--- src/rtl/bytemem_ctrl_pkg.sv ---
// -----------------------------------------------------------------------------
// bytemem_ctrl_pkg
// Shared types and helpers for the byte-memory controller:
//   - state_e : controller FSM state encoding
//   - port_e  : which requester owns the current transaction
//   - SZ_*    : access size encodings (10 and 11 both mean word)
//   - size_last() : size -> number of bytes minus one
//   - size_mask() : size -> zero-extension mask for read data
//   - byte_sel()  : pick byte lane k of a 32-bit store word
// -----------------------------------------------------------------------------
package bytemem_ctrl_pkg;

  typedef enum logic [1:0] {
    IDLE  = 2'b00,
    READ  = 2'b01,
    WRITE = 2'b10,
    DONE  = 2'b11
  } state_e;

  typedef enum logic {
    PORT_IF = 1'b0,
    PORT_D  = 1'b1
  } port_e;

  localparam logic [1:0] SZ_BYTE = 2'b00;
  localparam logic [1:0] SZ_HALF = 2'b01;
  localparam logic [1:0] SZ_WORD = 2'b10;

  // Bit positions of each requester in the arbiter request/grant vectors.
  localparam int IDX_IF = 0;
  localparam int IDX_D  = 1;

  function automatic logic [1:0] size_last(input logic [1:0] sz);
    logic [1:0] r;
    case (sz)
      SZ_BYTE: r = 2'd0;
      SZ_HALF: r = 2'd1;
      default: r = 2'd3;
    endcase
    return r;
  endfunction

  function automatic logic [31:0] size_mask(input logic [1:0] sz);
    logic [31:0] m;
    case (sz)
      SZ_BYTE: m = 32'h0000_00FF;
      SZ_HALF: m = 32'h0000_FFFF;
      default: m = 32'hFFFF_FFFF;
    endcase
    return m;
  endfunction

  function automatic logic [7:0] byte_sel(input logic [31:0] w, input logic [1:0] k);
    logic [7:0] b;
    case (k)
      2'd0:    b = w[7:0];
      2'd1:    b = w[15:8];
      2'd2:    b = w[23:16];
      default: b = w[31:24];
    endcase
    return b;
  endfunction

endpackage

--- src/rtl/bytemem_ctrl_if.sv ---
// -----------------------------------------------------------------------------
// bytemem_ctrl_if
// Bundles the fetch port, the data port and the byte-memory port of the
// controller.
//   slave  : the controller side (takes requests, drives the memory)
//   master : the environment side (requesters plus the memory read path)
// Signals:
//   if_req/if_addr -> if_rdata/if_ack        fetch (always 32-bit read)
//   d_req/d_wr/d_size/d_addr/d_wdata -> d_rdata/d_ack   data load/store
//   mem_addr/mem_wdata/mem_enable/mem_wr <- mem_rdata   memory port
// -----------------------------------------------------------------------------
interface bytemem_ctrl_if;

  logic        if_req;
  logic [31:0] if_addr;
  logic [31:0] if_rdata;
  logic        if_ack;

  logic        d_req;
  logic        d_wr;
  logic [1:0]  d_size;
  logic [31:0] d_addr;
  logic [31:0] d_wdata;
  logic [31:0] d_rdata;
  logic        d_ack;

  logic [31:0] mem_addr;
  logic [7:0]  mem_wdata;
  logic        mem_enable;
  logic        mem_wr;
  logic [31:0] mem_rdata;

  modport slave (
    input  if_req, if_addr,
    output if_rdata, if_ack,
    input  d_req, d_wr, d_size, d_addr, d_wdata,
    output d_rdata, d_ack,
    output mem_addr, mem_wdata, mem_enable, mem_wr,
    input  mem_rdata
  );

  modport master (
    output if_req, if_addr,
    input  if_rdata, if_ack,
    output d_req, d_wr, d_size, d_addr, d_wdata,
    input  d_rdata, d_ack,
    input  mem_addr, mem_wdata, mem_enable, mem_wr,
    output mem_rdata
  );

endinterface

--- src/rtl/bytemem_ctrl_arb2_rr.sv ---
// -----------------------------------------------------------------------------
// arb2_rr
// Two-requester round-robin arbiter. Bit 0 is the fetch port, bit 1 the data
// port. On a tie the port that did not win last time is granted; after reset
// the data port wins the first tie. The pointer only moves when grant_en_i is
// high and a grant is actually issued.
// Ports:
//   clk, rst     : clock, asynchronous active-low reset
//   req_i[1:0]   : request vector
//   grant_en_i   : grants are only issued (and the pointer moved) when high
//   gnt_o[1:0]   : one-hot grant, combinational
// -----------------------------------------------------------------------------
module arb2_rr (
  input  logic       clk,
  input  logic       rst,
  input  logic [1:0] req_i,
  input  logic       grant_en_i,
  output logic [1:0] gnt_o
);

  // 1 = data port has priority on the next tie.
  logic prio_d_q;
  logic prio_d_d;

  // Grant resolution from requests and the priority pointer.
  always_comb begin
    gnt_o = 2'b00;
    if (grant_en_i) begin
      case (req_i)
        2'b01:   gnt_o = 2'b01;
        2'b10:   gnt_o = 2'b10;
        2'b11:   gnt_o = prio_d_q ? 2'b10 : 2'b01;
        default: gnt_o = 2'b00;
      endcase
    end else begin
      gnt_o = 2'b00;
    end
  end

  // Next pointer: after a fetch grant the data port is favoured, and vice versa.
  always_comb begin
    prio_d_d = prio_d_q;
    if (gnt_o != 2'b00) begin
      prio_d_d = gnt_o[0];
    end else begin
      prio_d_d = prio_d_q;
    end
  end

  // Priority pointer register.
  always_ff @(posedge clk or negedge rst) begin
    if (!rst) begin
      prio_d_q <= 1'b1;
    end else begin
      prio_d_q <= prio_d_d;
    end
  end

endmodule

--- src/rtl/bytemem_ctrl.sv ---
// -----------------------------------------------------------------------------
// bytemem_ctrl
// Shares a byte-write / word-read memory between a fetch port and a data
// port. Stores are split into consecutive single-byte writes; reads use the
// memory's 32-bit combinational read path and are registered before return.
// Ports:
//   clk  : clock, rising edge
//   rst  : asynchronous active-low reset
//   bus  : bytemem_ctrl_if.slave (fetch port, data port, memory port)
// All outputs on bus are driven straight from registers. The memory signals
// for a given cycle are therefore computed one cycle early, from the next
// state, so that they line up with READ/WRITE.
// -----------------------------------------------------------------------------
module bytemem_ctrl
  import bytemem_ctrl_pkg::*;
(
  input  logic          clk,
  input  logic          rst,
  bytemem_ctrl_if.slave bus
);

  state_e      state_q,     state_d;
  logic [1:0]  cnt_q,       cnt_d;
  port_e       port_q,      port_d;
  logic [31:0] addr_q,      addr_d;
  logic [1:0]  size_q,      size_d;
  logic        wr_q,        wr_d;
  logic [31:0] wdata_q,     wdata_d;

  logic [31:0] if_rdata_q,  if_rdata_d;
  logic [31:0] d_rdata_q,   d_rdata_d;
  logic        if_ack_q,    if_ack_d;
  logic        d_ack_q,     d_ack_d;

  logic [31:0] mem_addr_q,  mem_addr_d;
  logic [7:0]  mem_wdata_q, mem_wdata_d;
  logic        mem_en_q,    mem_en_d;
  logic        mem_wr_q,    mem_wr_d;

  logic [1:0]  req_s;
  logic [1:0]  gnt_s;
  logic        grant_en_s;

  assign req_s      = {bus.d_req, bus.if_req};
  assign grant_en_s = (state_q == IDLE);

  arb2_rr u_arb (
    .clk        (clk),
    .rst        (rst),
    .req_i      (req_s),
    .grant_en_i (grant_en_s),
    .gnt_o      (gnt_s)
  );

  // FSM next state, transaction latch, read capture and next memory drive.
  always_comb begin
    state_d     = state_q;
    cnt_d       = cnt_q;
    port_d      = port_q;
    addr_d      = addr_q;
    size_d      = size_q;
    wr_d        = wr_q;
    wdata_d     = wdata_q;
    if_rdata_d  = if_rdata_q;
    d_rdata_d   = d_rdata_q;
    if_ack_d    = 1'b0;
    d_ack_d     = 1'b0;
    mem_addr_d  = 32'h0000_0000;
    mem_wdata_d = 8'h00;
    mem_en_d    = 1'b0;
    mem_wr_d    = 1'b0;

    case (state_q)
      IDLE: begin
        if (gnt_s != 2'b00) begin
          if (gnt_s[IDX_D]) begin
            port_d  = PORT_D;
            addr_d  = bus.d_addr;
            size_d  = bus.d_size;
            wr_d    = bus.d_wr;
            wdata_d = bus.d_wdata;
          end else begin
            port_d  = PORT_IF;
            addr_d  = bus.if_addr;
            size_d  = SZ_WORD;
            wr_d    = 1'b0;
            wdata_d = 32'h0000_0000;
          end
          cnt_d       = 2'd0;
          state_d     = wr_d ? WRITE : READ;
          // First memory cycle is driven straight from the freshly latched request.
          mem_en_d    = 1'b1;
          mem_wr_d    = wr_d;
          mem_addr_d  = addr_d;
          mem_wdata_d = wr_d ? wdata_d[7:0] : 8'h00;
        end else begin
          state_d = IDLE;
        end
      end

      READ: begin
        if (port_q == PORT_D) begin
          d_rdata_d = bus.mem_rdata & size_mask(size_q);
          d_ack_d   = 1'b1;
        end else begin
          if_rdata_d = bus.mem_rdata & size_mask(size_q);
          if_ack_d   = 1'b1;
        end
        state_d = DONE;
      end

      WRITE: begin
        if (cnt_q == size_last(size_q)) begin
          state_d = DONE;
          cnt_d   = 2'd0;
          if (port_q == PORT_D) begin
            d_ack_d = 1'b1;
          end else begin
            if_ack_d = 1'b1;
          end
        end else begin
          // Next byte: address wraps naturally at 2^32.
          cnt_d       = cnt_q + 2'd1;
          mem_en_d    = 1'b1;
          mem_wr_d    = 1'b1;
          mem_addr_d  = addr_q + {30'd0, cnt_d};
          mem_wdata_d = byte_sel(wdata_q, cnt_d);
        end
      end

      DONE: begin
        state_d = IDLE;
        cnt_d   = 2'd0;
      end

      default: begin
        state_d = IDLE;
        cnt_d   = 2'd0;
      end
    endcase
  end

  // State, transaction and output registers.
  always_ff @(posedge clk or negedge rst) begin
    if (!rst) begin
      state_q     <= IDLE;
      cnt_q       <= 2'd0;
      port_q      <= PORT_D;
      addr_q      <= 32'h0000_0000;
      size_q      <= SZ_BYTE;
      wr_q        <= 1'b0;
      wdata_q     <= 32'h0000_0000;
      if_rdata_q  <= 32'h0000_0000;
      d_rdata_q   <= 32'h0000_0000;
      if_ack_q    <= 1'b0;
      d_ack_q     <= 1'b0;
      mem_addr_q  <= 32'h0000_0000;
      mem_wdata_q <= 8'h00;
      mem_en_q    <= 1'b0;
      mem_wr_q    <= 1'b0;
    end else begin
      state_q     <= state_d;
      cnt_q       <= cnt_d;
      port_q      <= port_d;
      addr_q      <= addr_d;
      size_q      <= size_d;
      wr_q        <= wr_d;
      wdata_q     <= wdata_d;
      if_rdata_q  <= if_rdata_d;
      d_rdata_q   <= d_rdata_d;
      if_ack_q    <= if_ack_d;
      d_ack_q     <= d_ack_d;
      mem_addr_q  <= mem_addr_d;
      mem_wdata_q <= mem_wdata_d;
      mem_en_q    <= mem_en_d;
      mem_wr_q    <= mem_wr_d;
    end
  end

  assign bus.if_rdata   = if_rdata_q;
  assign bus.if_ack     = if_ack_q;
  assign bus.d_rdata    = d_rdata_q;
  assign bus.d_ack      = d_ack_q;
  assign bus.mem_addr   = mem_addr_q;
  assign bus.mem_wdata  = mem_wdata_q;
  assign bus.mem_enable = mem_en_q;
  assign bus.mem_wr     = mem_wr_q;

endmodule

--- src/flat_wrapper.sv ---
// flat-port wrapper written by rule: the top's interface ports become plain ports
module bytemem_ctrl_flat import bytemem_ctrl_pkg::*;
  (clk, rst, bus_if_req, bus_if_addr, bus_if_rdata, bus_if_ack, bus_d_req, bus_d_wr, bus_d_size, bus_d_addr, bus_d_wdata, bus_d_rdata, bus_d_ack, bus_mem_addr, bus_mem_wdata, bus_mem_enable, bus_mem_wr, bus_mem_rdata);
  bytemem_ctrl_if bus_i ();
  input  logic clk;
  input  logic rst;
  input wire logic [$bits(bus_i.if_req)-1:0] bus_if_req;
  input wire logic [$bits(bus_i.if_addr)-1:0] bus_if_addr;
  output wire logic [$bits(bus_i.if_rdata)-1:0] bus_if_rdata;
  output wire logic [$bits(bus_i.if_ack)-1:0] bus_if_ack;
  input wire logic [$bits(bus_i.d_req)-1:0] bus_d_req;
  input wire logic [$bits(bus_i.d_wr)-1:0] bus_d_wr;
  input wire logic [$bits(bus_i.d_size)-1:0] bus_d_size;
  input wire logic [$bits(bus_i.d_addr)-1:0] bus_d_addr;
  input wire logic [$bits(bus_i.d_wdata)-1:0] bus_d_wdata;
  output wire logic [$bits(bus_i.d_rdata)-1:0] bus_d_rdata;
  output wire logic [$bits(bus_i.d_ack)-1:0] bus_d_ack;
  output wire logic [$bits(bus_i.mem_addr)-1:0] bus_mem_addr;
  output wire logic [$bits(bus_i.mem_wdata)-1:0] bus_mem_wdata;
  output wire logic [$bits(bus_i.mem_enable)-1:0] bus_mem_enable;
  output wire logic [$bits(bus_i.mem_wr)-1:0] bus_mem_wr;
  input wire logic [$bits(bus_i.mem_rdata)-1:0] bus_mem_rdata;
  assign bus_i.if_req = bus_if_req;
  assign bus_i.if_addr = bus_if_addr;
  assign bus_if_rdata = bus_i.if_rdata;
  assign bus_if_ack = bus_i.if_ack;
  assign bus_i.d_req = bus_d_req;
  assign bus_i.d_wr = bus_d_wr;
  assign bus_i.d_size = bus_d_size;
  assign bus_i.d_addr = bus_d_addr;
  assign bus_i.d_wdata = bus_d_wdata;
  assign bus_d_rdata = bus_i.d_rdata;
  assign bus_d_ack = bus_i.d_ack;
  assign bus_mem_addr = bus_i.mem_addr;
  assign bus_mem_wdata = bus_i.mem_wdata;
  assign bus_mem_enable = bus_i.mem_enable;
  assign bus_mem_wr = bus_i.mem_wr;
  assign bus_i.mem_rdata = bus_mem_rdata;
  bytemem_ctrl u_core (.clk(clk), .rst(rst), .bus(bus_i));
endmodule
--- config.mk ---
export PLATFORM = sky130hd
export DESIGN_NAME = bytemem_ctrl_flat
export DESIGN_NICKNAME = d
export VERILOG_FILES = /design/src/rtl/bytemem_ctrl_pkg.sv /design/src/rtl/bytemem_ctrl_if.sv /design/src/rtl/bytemem_ctrl_arb2_rr.sv /design/src/rtl/bytemem_ctrl.sv /design/src/flat_wrapper.sv
export SDC_FILE = /design/constraint.sdc
export NUM_CORES = 1
export LEC_CHECK = 0
export ABC_AREA = 1
export CAP_MARGIN = 5
export CORE_MARGIN = 1
export CORE_UTILIZATION = 45
export CTS_BUF_LIST = sky130_fd_sc_hd__clkbuf_4 sky130_fd_sc_hd__clkbuf_8
export DETAILED_ROUTE_END_ITERATION = 6
export PLACE_DENSITY = 0.8
export SLEW_MARGIN = 0
export SYNTH_ARGS = -nofsm -noshare
export SYNTH_HDL_FRONTEND = slang
export SYNTH_SLANG_ARGS = --single-unit
--- constraint.sdc ---
create_clock -name clk -period 3.26 [get_ports clk]
set_clock_uncertainty 0.2 [all_clocks]
set_input_delay 0.978 -clock clk [delete_from_list [all_inputs] [get_ports clk]]
set_output_delay 0.978 -clock clk [all_outputs]
set_load 0.01 [all_outputs]
==> results.tsv <==
metric	value	unit
status	completed	
timing.final.max_slew_violations	0	
rsz0062_at_grt	false	
tns	0	ps
drt-initial-drc-count	271	
synth_top_area_frac	0.541	
yosys_warnings	0	
core_area	18000	um^2
gr-total-overflow	0	
avgSynthCellArea	8.59	um^2
syn_nets	1105	
power	10.0	mW
fp.dieH	137	um
relSlewSlack	0.325	
drive_gt1_frac	0.0772	
syn-cell-area	8240	um^2
grt_max_degree	65	
synth_cell_types	37	
groute.usage.overall	0.258	
synthCells	959	
fill_cells	1543	
r2r-end	u_core.bus.mem_addr[26]$_DFF_PN0_	
drc_errors	0	
r2r_setup_slack	580	ps
worstPathMaxFanout	6	
area_growth	36.7	%
cts_buffers	17	
fin_crit_sh	0.822	
hp-class	in -> async	
globalplace.congestion	0.897	
port_buffers	242	
endpoint_kind	flip-flop	
start_util	0.459	
grt_pass1_vias	7181	
holdWs	273	ps
grt_pass1_wl	36.9	mm
diodes	0	
peakVddDrop	0.470	mV
drtPass1Iterations	5	
ctsHoldBuffers	0	
pin_count	243	
max_freq	373	MHz
worst_slew_pin_slew	1010	ps
postCtsSetupRepairBufs	0	
cts_sinks	180	
worstPathRequired	3450	ps
clk_latency	470	ps
power_leakage	5.19	nW
num_vias	7370	
setup.worst_path.class	reg -> reg	
dp.cells	1402	
reg2reg_depth	11	
clk_pin_slew	100	ps
die_x	137	um
cts_resized	0	
synth_top_area_cell	dfrtp_1	
fin_util	0.627	
fin_cells	1434	
setup_viol	0	
wl_per_cell	16.3	um
maxCapViolCount	0	
rows	49	
synthTopCellsByArea	dfrtp_1, nand2_1, o21ai_0	
antenna_found_initial	0	
ant_nets	0	
wirelength	23.4	mm
cts-root-buf	clkbuf_8	
powerDensity	892	nW/um^2
hold_viol	0	
nets	1338	
cts_tree	yes	
seq_area_frac_synth	0.547	
arrival	2870	ps
clk_path_buf_depth	2	
dieArea	18800	um^2
hpwlAfterDp	17.4	mm
vias_per_cell	5.14	
r2r_start	u_core.cnt_q[0]$_DFFE_PN0P_	
htreeDepth	4	
ys_ff_latch	180	
worstSetupStartpointType	flip-flop	
period_minus_slack	2680	ps
## area by class of cell
type | instances | area (um^2) | area share
sequential | 180 | 4510 | 0.400
multi-input combinational | 656 | 3200 | 0.284
timing repair buffer | 256 | 2570 | 0.228
inverter | 81 | 312 | 0.0277
tap | 229 | 287 | 0.0255
clock buffer | 18 | 248 | 0.0220
clock inverter | 14 | 141 | 0.0126
## report_power, final
group / switching [mW] / internal, mW / leakage, nW
registers: 0.680 / 3.26 / 2.28
logic: 2.48 / 2.10 / 2.70
clock network: 0.873 / 0.652 / 0.202
## worst max-delay path, cell delays in order, from the launching register on
cell	delay [ps]
dfrtp_1	420
inv_1	150
ha_1	370
inv_1	70
fa_1	460
nor2_2	170
nand3_2	180
nor2_1	270
nand2_1	110
nand2_1	60
nand3_1	70
nand2_1	80
## metal layers
| layer | part of all wire | routed length [um] | vias up | GRT usage |
|---|---|---|---|---|
| met5 | 0 | 0 | - | 0 |
| met4 | 0.016 | 386 | 0 | 0.0879 |
| met3 | 0.073 | 1720 | 27 | 0.0581 |
| met2 | 0.49 | 11500 | 279 | 0.441 |
| met1 | 0.42 | 9820 | 3485 | 0.320 |
| li1 | - | - | 3579 | - |
## state kept, by name, summed over array words and instances, names as in the netlist
signal	cells
u_core.addr_q	32
u_core.bus.d_rdata	32
u_core.bus.if_rdata	32
u_core.bus.mem_addr	32
u_core.wdata_q	32
u_core.bus.mem_wdata	8
u_core.cnt_q	2
u_core.size_q	2
u_core.state_q	2
u_core.bus.d_ack	1
u_core.bus.if_ack	1
u_core.bus.mem_enable	1
u_core.bus.mem_wr	1
u_core.port_q	1
u_core.u_arb.prio_d_q	1
## logic make-up after synthesis
kind of cell	count (synthesis)	share of synthesized area
AND/OR/NAND/NOR	427	0.220
AO/OA/AOI/OAI	214	0.145
XOR/XNOR	4	0.00425
flip-flops	180	0.547
buffers and inverters	123	0.0655
adder cells (fa/ha/maj)	11	0.0176
## synth_stat cells
cell,n
a21oi_1,14
a22o_1,24
and2_1,1
buf_1,2
buf_2,8
buf_4,7
buf_6,3
buf_8,1
clkbuf_1,21
dfrtp_1,178
dfstp_2,2
fa_1,1
ha_1,10
inv_1,72
inv_2,7
inv_4,1
inv_6,1
nand2_1,248
nand2_2,10
nand2_4,2
nand2_8,1
nand3_1,37
nand3_2,3
nand3b_1,1
nand4_1,6
nor2_1,102
nor2_2,8
nor2_4,6
nor3_1,2
o211ai_2,2
o21ai_0,129
o21ai_1,33
o21ai_2,2
o21bai_1,1
o22ai_1,9
xnor2_1,1
xor2_1,3
## how the worst max path moves through the flow
stage / to / slack [ps] / cells after the start / startpoint
after CTS: u_core.bus.mem_addr[26]$_DFF_PN0_ / 560 / 11 / u_core.cnt_q[0]$_DFFE_PN0P_
final: u_core.bus.mem_addr[26]$_DFF_PN0_ / 580 / 11 / u_core.cnt_q[0]$_DFFE_PN0P_
after floorplan: u_core.bus.mem_addr[26]$_DFF_PN0_ / 990 / 10 / u_core.cnt_q[0]$_DFFE_PN0P_
after global placement: u_core.state_q[0]$_DFFE_PN0P_ / 450 / 11 / bus_d_req
after global routing: u_core.bus.mem_addr[26]$_DFF_PN0_ / 420 / 10 / u_core.cnt_q[0]$_DFFE_PN0P_
after detailed placement: u_core.state_q[0]$_DFFE_PN0P_ / 430 / 11 / bus_d_req
## metrics by stage
stage / setup WS (ps) / cell area [um^2]
final: 579 / 11300
after global routing: 423 / 11300
after CTS: 564 / 11300
after detailed placement: 428 / 10900
after global placement: 454 / 10900
after floorplan: 990 / 8240
## layout by cell type, fill, tap and decap left out, types with 4 or more instances in the layout
cell type / netlist / final
a21oi_1: 14 / 14
clkbuf_8: 0 / 18
nor2_2: 8 / 7
o22ai_1: 9 / 9
nand2_2: 10 / 11
nand2_1: 248 / 247
ha_1: 10 / 10
inv_1: 72 / 72
buf_4: 7 / 11
inv_6: 1 / 5
o21ai_1: 33 / 33
inv_2: 7 / 7
inv_8: 0 / 4
a22o_1: 24 / 24
nand3_1: 37 / 37
nor2_4: 6 / 7
clkdlybuf4s50_1: 0 / 241
nand4_1: 6 / 6
dfrtp_1: 178 / 178
nor2_1: 102 / 102
o21ai_0: 129 / 129
Power figures use the tool's default switching activity.
